===== config.mk =====
export PLATFORM = sky130hd
export DESIGN_NAME = quadrature_decoder
export DESIGN_NICKNAME = d
export VERILOG_FILES = /design/src/rtl/quadrature_decoder.sv
export SDC_FILE = /design/constraint.sdc
export NUM_CORES = 1
export LEC_CHECK = 0
export CAP_MARGIN = 10
export CORE_ASPECT_RATIO = 0.6
export CORE_MARGIN = 4
export CORE_UTILIZATION = 30
export CTS_BUF_LIST = sky130_fd_sc_hd__clkbuf_4
export DETAILED_ROUTE_END_ITERATION = 10
export HOLD_SLACK_MARGIN = 0.03
export PLACE_DENSITY_LB_ADDON = 0.12
export SLEW_MARGIN = 20
export SYNTH_ARGS = -nofsm -noshare
export SYNTH_HDL_FRONTEND = slang
export SYNTH_SLANG_ARGS = --single-unit

===== constraint.sdc =====
create_clock -name clk -period 7.3 [get_ports clk]
set_input_delay 1.46 -clock clk [delete_from_list [all_inputs] [get_ports clk]]
set_output_delay 1.46 -clock clk [all_outputs]
set_load 0.01 [all_outputs]

===== src/rtl/quadrature_decoder.sv =====
// Quadrature A/B decoder: synchronizes the lines, decodes Gray-code steps into
// cw/ccw pulses, a wrapping signed position and a sticky error flag.
// Optional per-line glitch filter enabled by defining QDEC_GLITCH_FILTER_EN.
module quadrature_decoder #(
  parameter int COUNT_WIDTH = 16,
  parameter int SYNC_STAGES = 2,
  parameter int FILTER_LEN  = 4
) (
  input  logic                          clk,
  input  logic                          rst_n,
  input  logic                          A,
  input  logic                          B,
  input  logic                          clear,
  input  logic                          error_clr,
  output logic signed [COUNT_WIDTH-1:0] position,
  output logic                          step_cw,
  output logic                          step_ccw,
  output logic                          direction,
  output logic                          error,
  output logic                          o_dbg_state
);

  typedef enum logic [0:0] {
    ST_INIT  = 1'b0,
    ST_TRACK = 1'b1
  } state_t;

  // INIT lasts until the reset zeros have drained out of the input pipeline,
  // so a nonzero resting level is absorbed instead of looking like a jump.
`ifdef QDEC_GLITCH_FILTER_EN
  localparam int INIT_CYCLES = SYNC_STAGES + FILTER_LEN + 1;
`else
  localparam int INIT_CYCLES = SYNC_STAGES + 1;
`endif
  localparam int INIT_W = $clog2(INIT_CYCLES + 1);

  if (COUNT_WIDTH < 2 || SYNC_STAGES < 2 || FILTER_LEN < 2) begin : g_param_check
    $error("quadrature_decoder: COUNT_WIDTH, SYNC_STAGES and FILTER_LEN must be >= 2");
  end

  logic [SYNC_STAGES-1:0] r_sync_a;
  logic [SYNC_STAGES-1:0] r_sync_b;
  logic [1:0]             w_sync;
  logic [1:0]             w_s;

  always_ff @(posedge clk or negedge rst_n) begin
    if (!rst_n) begin
      r_sync_a <= '0;
      r_sync_b <= '0;
    end else begin
      r_sync_a <= {r_sync_a[SYNC_STAGES-2:0], A};
      r_sync_b <= {r_sync_b[SYNC_STAGES-2:0], B};
    end
  end

  assign w_sync = {r_sync_a[SYNC_STAGES-1], r_sync_b[SYNC_STAGES-1]};

`ifdef QDEC_GLITCH_FILTER_EN
  localparam int FLT_W = $clog2(FILTER_LEN + 1);

  logic [1:0]       r_filt;
  logic [FLT_W-1:0] r_flt_cnt [2];

  // A line only moves once the raw value has disagreed for FILTER_LEN cycles in a row.
  always_ff @(posedge clk or negedge rst_n) begin
    if (!rst_n) begin
      r_filt <= '0;
      for (int i = 0; i < 2; i++) r_flt_cnt[i] <= '0;
    end else begin
      for (int i = 0; i < 2; i++) begin
        if (w_sync[i] == r_filt[i]) begin
          r_flt_cnt[i] <= '0;
        end else if (r_flt_cnt[i] == FLT_W'(FILTER_LEN - 1)) begin
          r_filt[i]    <= w_sync[i];
          r_flt_cnt[i] <= '0;
        end else begin
          r_flt_cnt[i] <= r_flt_cnt[i] + 1'b1;
        end
      end
    end
  end

  assign w_s = r_filt;
`else
  assign w_s = w_sync;
`endif

  function automatic logic [1:0] cw_after(input logic [1:0] p);
    case (p)
      2'b00:   return 2'b10;
      2'b10:   return 2'b11;
      2'b11:   return 2'b01;
      default: return 2'b00;
    endcase
  endfunction

  function automatic logic [1:0] ccw_after(input logic [1:0] p);
    case (p)
      2'b00:   return 2'b01;
      2'b01:   return 2'b11;
      2'b11:   return 2'b10;
      default: return 2'b00;
    endcase
  endfunction

  state_t                 r_state, w_state_next;
  logic [1:0]             r_prev, w_prev_next;
  logic [INIT_W-1:0]      r_init_cnt, w_init_cnt_next;
  logic [COUNT_WIDTH-1:0] r_position, w_position_next;
  logic                   r_step_cw, w_step_cw_next;
  logic                   r_step_ccw, w_step_ccw_next;
  logic                   r_direction, w_direction_next;
  logic                   r_error, w_error_next;
  logic                   w_is_cw, w_is_ccw, w_is_illegal;

  assign w_is_cw      = (w_s == cw_after(r_prev));
  assign w_is_ccw     = (w_s == ccw_after(r_prev));
  assign w_is_illegal = ((w_s ^ r_prev) == 2'b11);

  always_ff @(posedge clk or negedge rst_n) begin
    if (!rst_n) begin
      r_state     <= ST_INIT;
      r_prev      <= 2'b00;
      r_init_cnt  <= '0;
      r_position  <= '0;
      r_step_cw   <= 1'b0;
      r_step_ccw  <= 1'b0;
      r_direction <= 1'b0;
      r_error     <= 1'b0;
    end else begin
      r_state     <= w_state_next;
      r_prev      <= w_prev_next;
      r_init_cnt  <= w_init_cnt_next;
      r_position  <= w_position_next;
      r_step_cw   <= w_step_cw_next;
      r_step_ccw  <= w_step_ccw_next;
      r_direction <= w_direction_next;
      r_error     <= w_error_next;
    end
  end

  always_comb begin
    w_state_next     = r_state;
    w_prev_next      = w_s;
    w_init_cnt_next  = r_init_cnt;
    w_position_next  = r_position;
    w_step_cw_next   = 1'b0;
    w_step_ccw_next  = 1'b0;
    w_direction_next = r_direction;
    w_error_next     = error_clr ? 1'b0 : r_error;
    case (r_state)
      ST_INIT: begin
        if (r_init_cnt == INIT_W'(INIT_CYCLES - 1)) begin
          w_state_next = ST_TRACK;
        end else begin
          w_init_cnt_next = r_init_cnt + 1'b1;
        end
      end
      ST_TRACK: begin
        if (w_s == r_prev) begin
          w_prev_next = r_prev;
        end else if (w_is_cw) begin
          w_step_cw_next   = 1'b1;
          w_position_next  = r_position + COUNT_WIDTH'(1);
          w_direction_next = 1'b1;
        end else if (w_is_ccw) begin
          w_step_ccw_next  = 1'b1;
          w_position_next  = r_position - COUNT_WIDTH'(1);
          w_direction_next = 1'b0;
        end else if (w_is_illegal) begin
          w_error_next = 1'b1;
        end
      end
      default: w_state_next = ST_INIT;
    endcase
    // Clear wins over a same-cycle step; the pulse and direction still report it.
    if (clear) w_position_next = '0;
  end

  assign position    = r_position;
  assign step_cw     = r_step_cw;
  assign step_ccw    = r_step_ccw;
  assign direction   = r_direction;
  assign error       = r_error;
  assign o_dbg_state = r_state;

endmodule


# == Word level (Yosys, flattened, before mapping) ==
# Cells that the tools add are included.
# classes
n_mux,26
addsub,3
reduce_logical,7
eq_ne,10
bitwise,4
# ops
operator,n
$mux 16,5
$mux 1,17
$add 16x1->16 const B,1
$sub 16x1->16 const B,1
$pmux 2 s3,2
$eq 2x2->1 const B,4
$eq 2x2->1,3
$reduce_and 3->1,2
$mux 2,2
$ne 2x2->1 const B,2
$reduce_bool 2->1,2
$not 1->1,3
$reduce_bool 3->1,1
$add 2x1->2 const B,1
$eq 2x1->1 const B,1
$logic_not 2->1,1
$reduce_and 2->1,1
$xor 2x2->2,1
# totals
wordCells,60
reg_bits,29

# == Depth between registers and ports, before layout ==
# depth
word_depth,8
mapped_depth,9

# == Least setup slack after synthesis ==
# No wires, ideal clock.
# synth_timing
path_kind,flip-flop to flip-flop
startpoint,register r_prev[1]
endpoint,register r_position[15] (netlist: position[15])
path_stages_with_launch,10
setup_ps,138
t_required_ps,7162
slack_ps,4263
synth_period_minus_slack_ps,3037
n_path_buf,1
t_arrival_ps,2899
cell_sequence,dfrtp_1 -> xor2_1 -> or2_1 -> clkbuf_1 -> ha_1 -> o211ai_1 -> o211ai_1 -> a31oi_1 -> nor4b_1 -> or4b_1
# synth_via
elab_chain_len,7
# synth_rtl
element,line_no,text
from (decl),107,"logic [1:0] r_prev, w_prev_next;"
from (signal assigned),132,r_prev <= w_prev_next;
$eq 2x2->1 (tied with other cells),"89, 98",
$pmux 2 s3,89,case (p)
$eq 2x2->1,116,assign w_is_cw = (w_s == cw_after(r_prev));
$mux 16,162,end else if (w_is_cw) begin
$mux 16,160,if (w_s == r_prev) begin
$mux 16,151,case (r_state)
$mux 16,177,if (clear) w_position_next = '0;
to (signal assigned),134,r_position <= w_position_next;
to (decl),109,"logic [COUNT_WIDTH-1:0] r_position, w_position_next;"
# Parallel ways exist; a longest one is shown, timed or not. The select of a mux whose other input is x is not followed.
# A chain may end at the register's enable or synchronous reset.

# == Final worst setup path ==
# layout_timing
startpoint,input clear
endpoint,register r_position[15] (netlist: position[15])
# layout_via
elab_chain_len,2
# layout_rtl
element,line_no,text
from (decl),13,"input logic clear,"
$ne 2x2->1 (no source line) (tied with other cells),--,
$reduce_and 3->1 (no source line),--,
# Parallel ways exist; a longest one is shown, timed or not.

==> run_results.csv <==
group,metric,value,unit
synthesis,largest_area_contributor_in_the_netlist,"sky130_fd_sc_hd__dfrtp_1",
sta,worst_slew_margin_rel,46.3,%
worst_setup_path,critPathCaptureType,"flip-flop",
sta,max_freq,286,MHz
worst_setup_path,cp_data_required_time,7.51,ns
cts,clk-insertion-delay-late,0.34,ns
placement,dpl-instance-area,2270,sq um
hold_path,holdCritPathClass,"reg -> reg",
cts,tritoncts,"built",
placement,placed_cells_incl_taps,316,
sta,setup_viol_count_final,0,
cts,htree_num_levels,2,
global_routing,track_usage,13.1,%
worst_setup_path,crit_slowest_cell,"sky130_fd_sc_hd__clkdlybuf4s50_1",
global_routing,globalRouteMet2Util,14.9,%
worst_setup_path,path_max_fanout,19,
global_routing,grt_max_degree,30,
synthesis,yosys.cell_types.count,44,
cts,post_cts_resized,0,
cts,cts_buffer_depth,2,
synthesis,synth_top_flop_cell,"sky130_fd_sc_hd__dfrtp_1",
worst_setup_path,r2r_end,"position[15]",
sta,rsz0062_at_grt,"no",
worst_setup_path,timing_worst_setup_path_type,"in -> reg",
cts,postCtsHoldBufs,0,
global_routing,antenna_violations_before_repair,0,
layout,finish.cell_count_without_fillers,324,
synthesis,netlist.area_leader.share,37.4,%
die,rows,22,
sta,timing.final.hold_violations,0,
synthesis,synthMostInstantiatedCell,"sky130_fd_sc_hd__dfrtp_1",
synthesis,synth_cells,215,
sta,fin_crit,3.50,ns
sta,finalClockSkew,0.00780,ns
die,die_height,70.3,microns
global_routing,grt_remaining_overflow,0,
power,vdd_drop_max,111,uV
worst_setup_path,critical_path.top_delay_family,"buffers and inverters",
hold_path,worstHoldStart,"r_sync_a[0]",
synthesis,seq_area_frac_synth,37.4,%
route,detailroute.via_count,1620,
worst_setup_path,rr_startpoint,"r_sync_a[1]",
worst_setup_path,crit_arrival,3.71,ns
synthesis,edff_count_synth,0,
sta,finalCritPeriodShare,47.9,%
cts,numCtsBuffers,5,
worst_setup_path,crit_path_start_kind,"input port",
synthesis,synth-async-reset-ratio,100,%
cts,clk_pin_slew,0.10,ns
worst_setup_path,crit_chain,"clkdlybuf4s50_1 -> inv_1 -> nand2_1 -> nor3_1 -> o22ai_1 -> or4b_1",
synthesis,syn-cell-area,1940,sq um
placement,globalplace.congestion,0.802,
synthesis,yosys-top-cells-count,"sky130_fd_sc_hd__dfrtp_1 (29), sky130_fd_sc_hd__nand2_1 (22), sky130_fd_sc_hd__a21oi_1 (21)",
worst_setup_path,timing.critical_path.slowest_cell_delay,0.99,ns
global_routing,vias_in_the_first_global_route,1516,
synthesis,synthTopCellsByArea,"sky130_fd_sc_hd__dfrtp_1 (37%), sky130_fd_sc_hd__ha_1 (11%), sky130_fd_sc_hd__a21oi_1 (5.4%)",
route,drt_iter0_drc,91,
global_routing,met1_usage,22.3,%
status,status,"complete, no violations",
cts,cts.sink_count,29,
sta,worst-slew-pin-transition,0.802,ns
die,die_width,112,microns
placement,hpwlAfterDp,3.60,mm
worst_setup_path,worst-path-buf-inv,2,
die,i_o_pins,27,
cts,cts_setup_buffers,0,
hold_path,hold-path-cell-count,0,
route,drt_first_pass_iters,4,
layout,stdcell_area,2350,sq um
power,power_density,405,nW/um^2
route,drt_drc_violations_left,0,
cts,cts.root.buffer_cell,"sky130_fd_sc_hd__clkbuf_4",
sta,finalMaxSlewViolations,0,
die,initial_utilization,31.4,%
route,aggregate_routed_wire_length,4.95,mm
layout,areaGrowthSynthToFinish,21.2,%
global_routing,grt.busiest_layer,"met1",
route,count_of_antenna_violating_nets_left_after_detailed_routing,0,
sta,timing.setup.tns,0,ns
synthesis,post_synth.cell_area_avg,9.03,sq um
hold_path,holdPathEnd,"r_sync_a[1]",
die,core_area,6190,sq um
layout,layout-drive-gt1-share,6.25,%
worst_setup_path,reg2reg_slack,3.90,ns
synthesis,yosys_register_bits,29,
power,power.static_leakage,1.01,nW
global_routing,grt_util_met3,3.90,%
synthesis,yosys_warnings,0,
synthesis,synthesis.nets,239,
run,maxCapViolations,0,
die,full_die_area,7870,sq um
worst_setup_path,reg2regPathDepth,9,
placement,buffer_ports.inserted,26,
layout,final_nets,263,
global_routing,grt_first_pass_wirelength,8.11,mm
layout,antenna-diode-count,0,
route,wire_per_inst,15.3,microns
route,vias_per_cell,5.00,
## placed cells by master (no fill, tap or decap), types with 3 or more instances in the layout
cell	count
sky130_fd_sc_hd__dfrtp_1	29
sky130_fd_sc_hd__clkdlybuf4s50_1	26
sky130_fd_sc_hd__nand2_1	22
sky130_fd_sc_hd__a21oi_1	21
sky130_fd_sc_hd__ha_1	17
sky130_fd_sc_hd__nor2_1	14
sky130_fd_sc_hd__nand3_1	12
sky130_fd_sc_hd__o21ai_0	11
sky130_fd_sc_hd__inv_1	9
sky130_fd_sc_hd__nand4_1	7
sky130_fd_sc_hd__xnor2_1	6
sky130_fd_sc_hd__xor2_1	5
sky130_fd_sc_hd__clkbuf_4	5
sky130_fd_sc_hd__o211ai_1	4
sky130_fd_sc_hd__a211oi_1	4
sky130_fd_sc_hd__nor4b_1	4
sky130_fd_sc_hd__o31ai_1	3
sky130_fd_sc_hd__nor4_1	3
## through the flow
step | utilization [%] | total power [mW] | setup WS (ns) | hold slack [ns]
2_1_floorplan | - | 0.629 | 4.26 | 0.331
3_3_place_gp | 36.7 | 0.822 | 3.55 | 0.337
4_1_cts | 38.0 | 0.956 | 3.84 | 0.362
6_report | 38.0 | 0.954 | 3.80 | 0.361
5_1_grt | 38.0 | 1.05 | 3.66 | 0.373
3_5_place_dp | 36.7 | 0.817 | 3.47 | 0.337
## registers in the layout (all words and copies together) (netlist names)
name / cells
position: 16
error: 1
step_ccw: 1
r_init_cnt: 2
step_cw: 1
o_dbg_state: 1
direction: 1
r_sync_a: 2
r_prev: 2
r_sync_b: 2
## power by group
part / leakage (nW) / internal, mW / switching, mW / total, mW
sequential: 0.361 / 0.201 / 0.0421 / 0.243
clock: 0.0389 / 0.0709 / 0.0642 / 0.135
combinational: 0.607 / 0.256 / 0.319 / 0.575
total: 1.01 / 0.528 / 0.426 / 0.954
## cells by family (layout without fill, tap and decap cells)
family	count (synthesis)	count (layout)	share of synthesized area, %
compound gates	56	56	18.4
xor+xnor	13	13	6.64
fa+ha+maj	18	18	12.0
buf+inv	20	45	4.19
flops	29	29	37.4
mux	1	1	0.580
simple gates	78	78	20.9
## area by class of cell
cell class,count,area [sq um]
clock buffers,5,37.5
clock inverters,3,41.3
fillers,645,3840
inverters,9,33.8
multi-input cells,166,1130
flip-flops and latches,29,726
well taps,84,105
repair buffers,28,275
## per-layer routing
metal	up-vias	part of all wire [%]
met5	-	0
met4	0	0.81
met3	5	5.6
met2	35	32
met1	738	61
li1	842	-
## worst max path at each step
stage / from / cells after the start / slack, ns / to
after floorplan: r_prev[1] / 9 / 4.26 / position[15]
after global placement: clear / 6 / 3.55 / position[15]
after detailed placement: clear / 6 / 3.47 / position[15]
after CTS: clear / 6 / 3.84 / position[15]
after global routing: clear / 6 / 3.66 / position[15]
final: clear / 6 / 3.80 / position[15]
Note: power is estimated with default switching activity, not from simulation.
